`config.mk`:
```
export PLATFORM = sky130hd
export DESIGN_NAME = serial_adder
export DESIGN_NICKNAME = d
export VERILOG_FILES = /design/src/rtl/serial_adder_pkg.sv /design/src/rtl/serial_adder_fa.sv /design/src/rtl/serial_adder.sv
export SDC_FILE = /design/constraint.sdc
export NUM_CORES = 1
export LEC_CHECK = 0
export BUFFER_PORTS_ARGS = -buffer_cell sky130_fd_sc_hd__buf_2
export CORE_ASPECT_RATIO = 0.5
export CORE_MARGIN = 2
export CORE_UTILIZATION = 52
export CTS_CLUSTER_DIAMETER = 120
export DETAILED_ROUTE_END_ITERATION = 16
export PLACE_DENSITY_LB_ADDON = 0.25
export SLEW_MARGIN = 20
export SYNTH_ARGS = -nofsm -noshare
export SYNTH_HDL_FRONTEND = slang
export SYNTH_SLANG_ARGS = --single-unit
```
`constraint.sdc`:
```
create_clock -name i_clk -period 5.5 [get_ports i_clk]
set_clock_uncertainty 0.15 [all_clocks]
set_input_delay 0.55 -clock i_clk [delete_from_list [all_inputs] [get_ports i_clk]]
set_output_delay 0.55 -clock i_clk [all_outputs]
set_load 0.05 [all_outputs]
```
`src/rtl/serial_adder_pkg.sv`:
```
// Shared definitions for the bit-serial adder: FSM state encoding and the
// bit-counter width rule.
package serial_adder_pkg;

   typedef enum logic [1:0] {
      IDLE = 2'd0,
      RUN  = 2'd1,
      DONE = 2'd2
   } state_t;

   // ceil(log2(w)), evaluated at elaboration time for the bit counter.
   function automatic int cnt_width(input int w);
      int r;
      r = 0;
      for (int i = 0; i < 32; i++) begin
         if ((1 << i) < w) r = i + 1;
      end
      return r;
   endfunction

endpackage

```
`src/rtl/serial_adder_fa.sv`:
```
// One-bit combinational full adder, the only arithmetic cell in the serial adder.
module serial_adder_fa (
   input  logic i_a,
   input  logic i_b,
   input  logic i_cin,
   output logic o_s,
   output logic o_cout
);

   assign o_s    = i_a ^ i_b ^ i_cin;
   assign o_cout = (i_a & i_b) | (i_cin & (i_a ^ i_b));

endmodule

```
`src/rtl/serial_adder.sv`:
```
// Bit-serial WIDTH-bit adder: parallel load on start, LSB-first through one
// full-adder cell with a registered carry, parallel result with a done pulse.
//
// state | meaning
// IDLE  | waiting for start; result registers hold the last sum
// RUN   | one operand bit per clock through the full adder
// DONE  | result just registered; start here reloads back-to-back
module serial_adder
   import serial_adder_pkg::*;
#(
   parameter int WIDTH = 8
) (
   input  logic             i_clk,
   input  logic             i_rst,
   input  logic             i_start,
   input  logic [WIDTH-1:0] i_a,
   input  logic [WIDTH-1:0] i_b,
   input  logic             i_cin,
   output logic             o_busy,
   output logic             o_done,
   output logic [WIDTH-1:0] o_s,
   output logic             o_cout,
   output logic             o_ovf
);

   localparam int            CW   = cnt_width(WIDTH);
   localparam logic [CW-1:0] LAST = CW'(WIDTH - 1);

   state_t           r_state;
   state_t           w_state_nxt;
   logic [WIDTH-1:0] r_a;
   logic [WIDTH-1:0] r_b;
   // Only the upper WIDTH-1 partial-sum bits are kept; the final bit comes
   // straight from the adder cell on the completion edge.
   logic [WIDTH-2:0] r_psum;
   logic             r_carry;
   logic [CW-1:0]    r_cnt;
   logic [WIDTH-1:0] r_s;
   logic             r_cout;
   logic             r_ovf;

   logic             w_sum_bit;
   logic             w_carry_out;
   logic             w_load;
   logic             w_step;
   logic             w_last;
   logic [WIDTH-1:0] w_psum_nxt;

   serial_adder_fa u_fa (
      .i_a    (r_a[0]),
      .i_b    (r_b[0]),
      .i_cin  (r_carry),
      .o_s    (w_sum_bit),
      .o_cout (w_carry_out)
   );

   assign w_last     = (r_cnt == LAST);
   assign w_psum_nxt = {w_sum_bit, r_psum};

   always_comb begin
      w_state_nxt = r_state;
      w_load      = 1'b0;
      w_step      = 1'b0;
      unique case (r_state)
         IDLE: begin
            if (i_start) begin
               w_load      = 1'b1;
               w_state_nxt = RUN;
            end
         end
         RUN: begin
            w_step = 1'b1;
            if (w_last) w_state_nxt = DONE;
         end
         DONE: begin
            if (i_start) begin
               w_load      = 1'b1;
               w_state_nxt = RUN;
            end else begin
               w_state_nxt = IDLE;
            end
         end
         default: w_state_nxt = IDLE;
      endcase
   end

   always_ff @(posedge i_clk) begin
      if (i_rst) begin
         r_state <= IDLE;
         r_a     <= '0;
         r_b     <= '0;
         r_psum  <= '0;
         r_carry <= 1'b0;
         r_cnt   <= '0;
         r_s     <= '0;
         r_cout  <= 1'b0;
         r_ovf   <= 1'b0;
      end else begin
         r_state <= w_state_nxt;
         if (w_load) begin
            r_a     <= i_a;
            r_b     <= i_b;
            r_carry <= i_cin;
            r_cnt   <= '0;
            r_psum  <= '0;
         end else if (w_step) begin
            r_a     <= r_a >> 1;
            r_b     <= r_b >> 1;
            r_carry <= w_carry_out;
            r_cnt   <= r_cnt + CW'(1);
            r_psum  <= w_psum_nxt[WIDTH-1:1];
            if (w_last) begin
               r_s    <= w_psum_nxt;
               r_cout <= w_carry_out;
               // r_carry is the carry into the MSB on this edge
               r_ovf  <= r_carry ^ w_carry_out;
            end
         end
      end
   end

   assign o_busy = (r_state == RUN);
   assign o_done = (r_state == DONE);
   assign o_s    = r_s;
   assign o_cout = r_cout;
   assign o_ovf  = r_ovf;

endmodule
```
# --- Word level (Yosys, flattened, before mapping) ---
# Cells that the tools add are included.
op_classes:
  n_reduce_logical: 6
  eq_ne: 5
  bitwise: 7
  muxes: 13
  n_addsub: 1
op_table:
  columns: ["op", "count"]
  rows:
  - ["$add 32x1->32 const B", 1]
  - ["$eq 32x3->1 const B", 1]
  - ["$mux 8", 4]
  - ["$mux 1", 6]
  - ["$pmux 2 s3", 1]
  - ["$mux 2", 2]
  - ["$reduce_or 2->1", 2]
  - ["$reduce_and 3->1", 1]
  - ["$xor 1x1->1", 3]
  - ["$and 1x1->1", 2]
  - ["$eq 2x1->1 const B", 1]
  - ["$eq 2x2->1 const B", 1]
  - ["$logic_not 2->1", 1]
  - ["$ne 2x1->1 const B", 1]
  - ["$ne 2x2->1 const B", 1]
  - ["$reduce_and 2->1", 1]
  - ["$reduce_bool 2->1", 1]
  - ["$not 1->1", 1]
  - ["$or 1x1->1", 1]
totals:
  word_cells: 41
  register_bits: 68
  input_bits: 20
  out_inout_bits: 12

# --- Depth between registers and ports, before layout ---
logic_depth:
  ltp_word: 5
  mapped_depth: 7
  depth_no_buf: 5

# --- By module ---
# From an unflattened synthesis, not the netlist that was laid out.
hier_totals:
  hier_cells: 349
  hier_area_um2: 2989.1
modules_own_cells:
  columns: ["module", "n_inst", "cells_each", "area_each_um2", "seq_area_each_um2"]
  rows:
  - ["serial_adder", 1, 348, 2969.1, 1361.3]
  - ["serial_adder_fa", 1, 1, 20.0, 0.0]

# --- Worst setup path after synthesis ---
# OpenSTA, ideal clock, no wires.
synth_timing:
  path_kind: "reg2out"
  from: "register r_state[1]"
  to: "output o_busy"
  n_path_buf: 2
  path_stages_with_launch: 5
  arrival_time_ns: 1.342
  path_slack_ns: 3.458
  required_time_ns: 4.800
  path_cell_list: "dfxtp_1 nand2b_1 clkbuf_1 clkinv_1 clkbuf_1"
synth_between:
  elab_chain_len: 1
synth_lines:
  columns: ["element", "line", "rtl"]
  rows:
  - ["from (decl)", "serial_adder.sv:29", "state_t r_state;"]
  - ["from (signal assigned)", "serial_adder.sv:99", "r_state <= w_state_nxt;"]
  - ["$eq 2x1->1", "serial_adder.sv:122", "assign o_busy = (r_state == RUN);"]
  - ["to (decl)", "serial_adder.sv:19", "output logic o_busy,"]
# Every way passes these cells.

# --- Worst setup path after layout ---
# Ends and elaborated chain as after synthesis.

==> results.txt <==
Detailed placement ended at an HPWL of 4.33 mm. The total power divided by cell area came out at 340 nW/um2. The portion of synthesized cell area occupied by the leading cell type came out at 44.4%.

In this run, flip-flops and latches consume 43.0% of the power. The area taken by multi-input logic gates is 1570 um2. Dividing the final minimum period by the clock period gives 47.8%.

The worst min-delay path category is reg2reg. The count of TritonRoute iterations in the first routing pass came out at 4. The slowest cell on the critical path is sky130_fd_sc_hd__clkinv_1. The fraction of registers with async set/reset is 0%. The worst hold margin is 312 ps. The number of buffers inserted by post-CTS setup repair came out at 0. The initial standard-cell utilization of the core came out at 54.9%. The number of endpoints with negative hold slack in the final report was 0.

In the synthesized netlist, the cells that appear most often are sky130_fd_sc_hd__dfxtp_1, sky130_fd_sc_hd__nand2_1, sky130_fd_sc_hd__nor2_1, sky130_fd_sc_hd__a21oi_1, sky130_fd_sc_hd__nand2b_1. The total I/O pin count came out at 32. The post-cts resize count is 0.

Setup violations remaining at the end of the flow were counted as 0. The design internal power came out at 942 uW. The floorplan die area came out at 6560 um2.

The power share of the clock group came out at 51.0%. After detailed placement, the total cell area comes to 3200 um2. Global routing used 21.6% of the available tracks. The final standard cell count with taps included and fillers excluded is 450. The count of hold buffers inserted by post-cts repair came out at 0.

The max-slew headroom at the worst pin is 36.8%. Among cell families on the critical path, the largest total delay comes from buffers and inverters. The number of fill cells came out at 472. In the synthesized netlist the dominant register cell turns out to be sky130_fd_sc_hd__dfxtp_1.

The clock-pin transition on the worst setup and hold timing paths is 50 ps. Once layout is done, the placed cells without fillers occupy 3520 um2. The fraction of layout cells with a size suffix above 1 is 14.1%.

The number of clock buffers inserted by TritonCTS came out at 9. Synthesis instantiated 41 different standard cells from the library. The peak fanout along the critical path came out at 25.

The register bit total from synthesis is 68. The proportion of synthesized chip area in sequential cells came out at 44.4%. CTS placed an instance of sky130_fd_sc_hd__clkbuf_16 at the clock tree root. CTS saw 68 sinks. VDD sags by at most 0.000191 V.

The worst setup path is captured at a primary output. By startpoint and endpoint, the worst setup path is classified as reg2out. The count of inserted antenna diode cells is 0. The flip-flop and latch area is 1360 um2.

The number of vias per cell after detailed routing is 5.90. The number of antenna violations at the first check in global routing is 0. The setup TNS came out at 0 ps. The maximum level of the CTS H-tree came out at 3. The total overflow left after global routing is 0. TritonCTS built the clock tree. The placed cell count is 434. The count of nets left with antenna violations once routing finished came out at 0. Of all cell types, the one taking the most synthesized area is sky130_fd_sc_hd__dfxtp_1. The longest individual stage delay on the worst path came out at 470 ps. The detailed router's first-iteration violation count came out at 94. Walking the worst path, the cells encountered are nand2b_1 -> buf_4 -> clkinv_1 -> buf_2.

The growth of design area from synthesis to finish is 14.9%. The switching power is 255 uW. In this run, the combinational gates consume 5.9% of the power. The maximum buffer depth of the clock tree is 2. The max capacitance violation total came out at 0. The synthesized netlist net count is 377. The number of global-route vias before repair came out at 2514. By area the synthesized netlist is led by sky130_fd_sc_hd__dfxtp_1, sky130_fd_sc_hd__a21oi_1, sky130_fd_sc_hd__nand2b_1.

The count of yosys warnings during synthesis came out at 0. Synthesis produced a netlist whose cell count is 355. The critical path buffer and inverter count came out at 3. The synthesized area per cell is 8.64 um2.

The actual transition at the worst max-transition pin is 944 ps. For this block, the via count after detailed routing is 2656. The cell row count came out at 19.

The width of the chip came out at 113 um. The later pin in the worst-skew pair is clocked with a latency of 330 ps. The maximum number of pins on one net before global-route repair is 44. The global placer's final weighted congestion is 0.890.

The routed length per instance came out at 15.0 um. The wire length of the first global-routing pass is 11.4 mm. The total count of max-transition violations in the final report is 0. The die boundary height came out at 58.3 um. The number of buffer cells added on primary ports came out at 31. The time the final worst path needs with I/O delays and setup is 2630 ps. The switching fraction of total power came out at 21.3%.

The critical path data required time came out at 4800 ps. The cell leakage power is 1.23 nW. The synthesized area is 3070 um2. The final net count is 394. In this run, synthesis inferred 0 flip-flops with an integrated enable. The flow ran to the end, and the final reports show no timing, DRC or antenna violations. The placeable core region came out at 5590 um2. The total wirelength of the detailed-routed design came out at 6.75 mm. The final routed DRC violation total is 0. The setup slack of the most critical reg-to-reg path came out at 3040 ps. The final core utilization came out at 63.0%. The maximum operating frequency is 381 MHz. The critical path arrival came out at 1930 ps. The critical path startpoint category is a flip-flop.

Setup repair after global routing left no endpoint under its margin. The cell with the most instances after synthesis is sky130_fd_sc_hd__dfxtp_1.
==> per-stage QoR <==
step / power, mW / setup slack [ps]
final: 1.20 / 2870
after global routing: 1.24 / 2730
after CTS: 1.20 / 2860
after detailed placement: 0.595 / 3060
after global placement: 0.592 / 3090
after floorplan: 0.576 / 3460
==> area by class of cell <==
type                       count  share of cell area [%]
tap                           73                    2.59
sequential                    68                    38.7
multi-input combinational    258                    44.6
clock inverter                 4                    2.06
timing repair buffer          33                    4.83
clock buffer                  12                    7.00
inverter                       2                   0.213
==> flip-flops by register name, summed over array words and instances, names as in the netlist <==
| signal | cells |
|---|---|
| o_s | 8 |
| o_ovf | 1 |
| r_a | 8 |
| r_b | 8 |
| r_cnt | 32 |
| r_psum | 7 |
| o_cout | 1 |
| r_carry | 1 |
| r_state | 2 |
==> power by group through the flow <==
stage                     registers (mW)  logic [mW]  clock network (mW)
after global placement             0.524      0.0679                   0
after CTS                          0.515      0.0708               0.617
final                              0.515      0.0711               0.611
after global routing               0.517      0.0790               0.643
after floorplan                    0.523      0.0527                   0
after detailed placement           0.525      0.0697                   0
==> layer usage <==
metal  global-route usage (%)  up-vias  part of all wire, %
met4                     7.84        0                  1.5
li1                         -     1325                    -
met2                     36.1       75                   47
met5                        0        -                    0
met3                     7.31       12                  5.2
met1                     26.8     1244                   46
==> cell families after synthesis <==
group | after synthesis | synth area share (%)
XOR/XNOR | 12 | 3.43
buffers and inverters | 29 | 4.49
flip-flops | 68 | 44.4
adder cells (fa/ha/maj) | 2 | 1.06
AND/OR/NAND/NOR | 167 | 29.8
multiplexers | 13 | 4.29
AO/OA/AOI/OAI | 64 | 12.6
==> cells in the final DEF, fill, tap and decap left out, types with 12 or more instances in the layout <==
master | Yosys | layout
sky130_fd_sc_hd__a21oi_1 | 27 | 27
sky130_fd_sc_hd__buf_2 | 4 | 31
sky130_fd_sc_hd__dfxtp_1 | 68 | 68
sky130_fd_sc_hd__mux2i_1 | 12 | 12
sky130_fd_sc_hd__nand2_1 | 33 | 33
sky130_fd_sc_hd__nand2b_1 | 21 | 21
sky130_fd_sc_hd__nand4_1 | 12 | 12
sky130_fd_sc_hd__nor2_1 | 28 | 28
sky130_fd_sc_hd__nor3_1 | 16 | 15
sky130_fd_sc_hd__o22ai_1 | 12 | 12
==> final timing paths <==
kind / start / to / cells past startpoint
worst max-delay path: r_state[1] / o_busy / 4
worst min-delay path: r_psum[0] / r_psum[0] / 2
worst max register to register: r_cnt[24] / o_ovf / 4
worst min register to register: r_psum[0] / r_psum[0] / 2
==> worst reg2reg max path: cells and delay by family, from the launching register on <==
kind / cells / cell delay, ps
DFF: 1 / 350
muxes: 1 / 410
and+or+nand+nor: 3 / 1440
(Power assumes the default switching activity.)
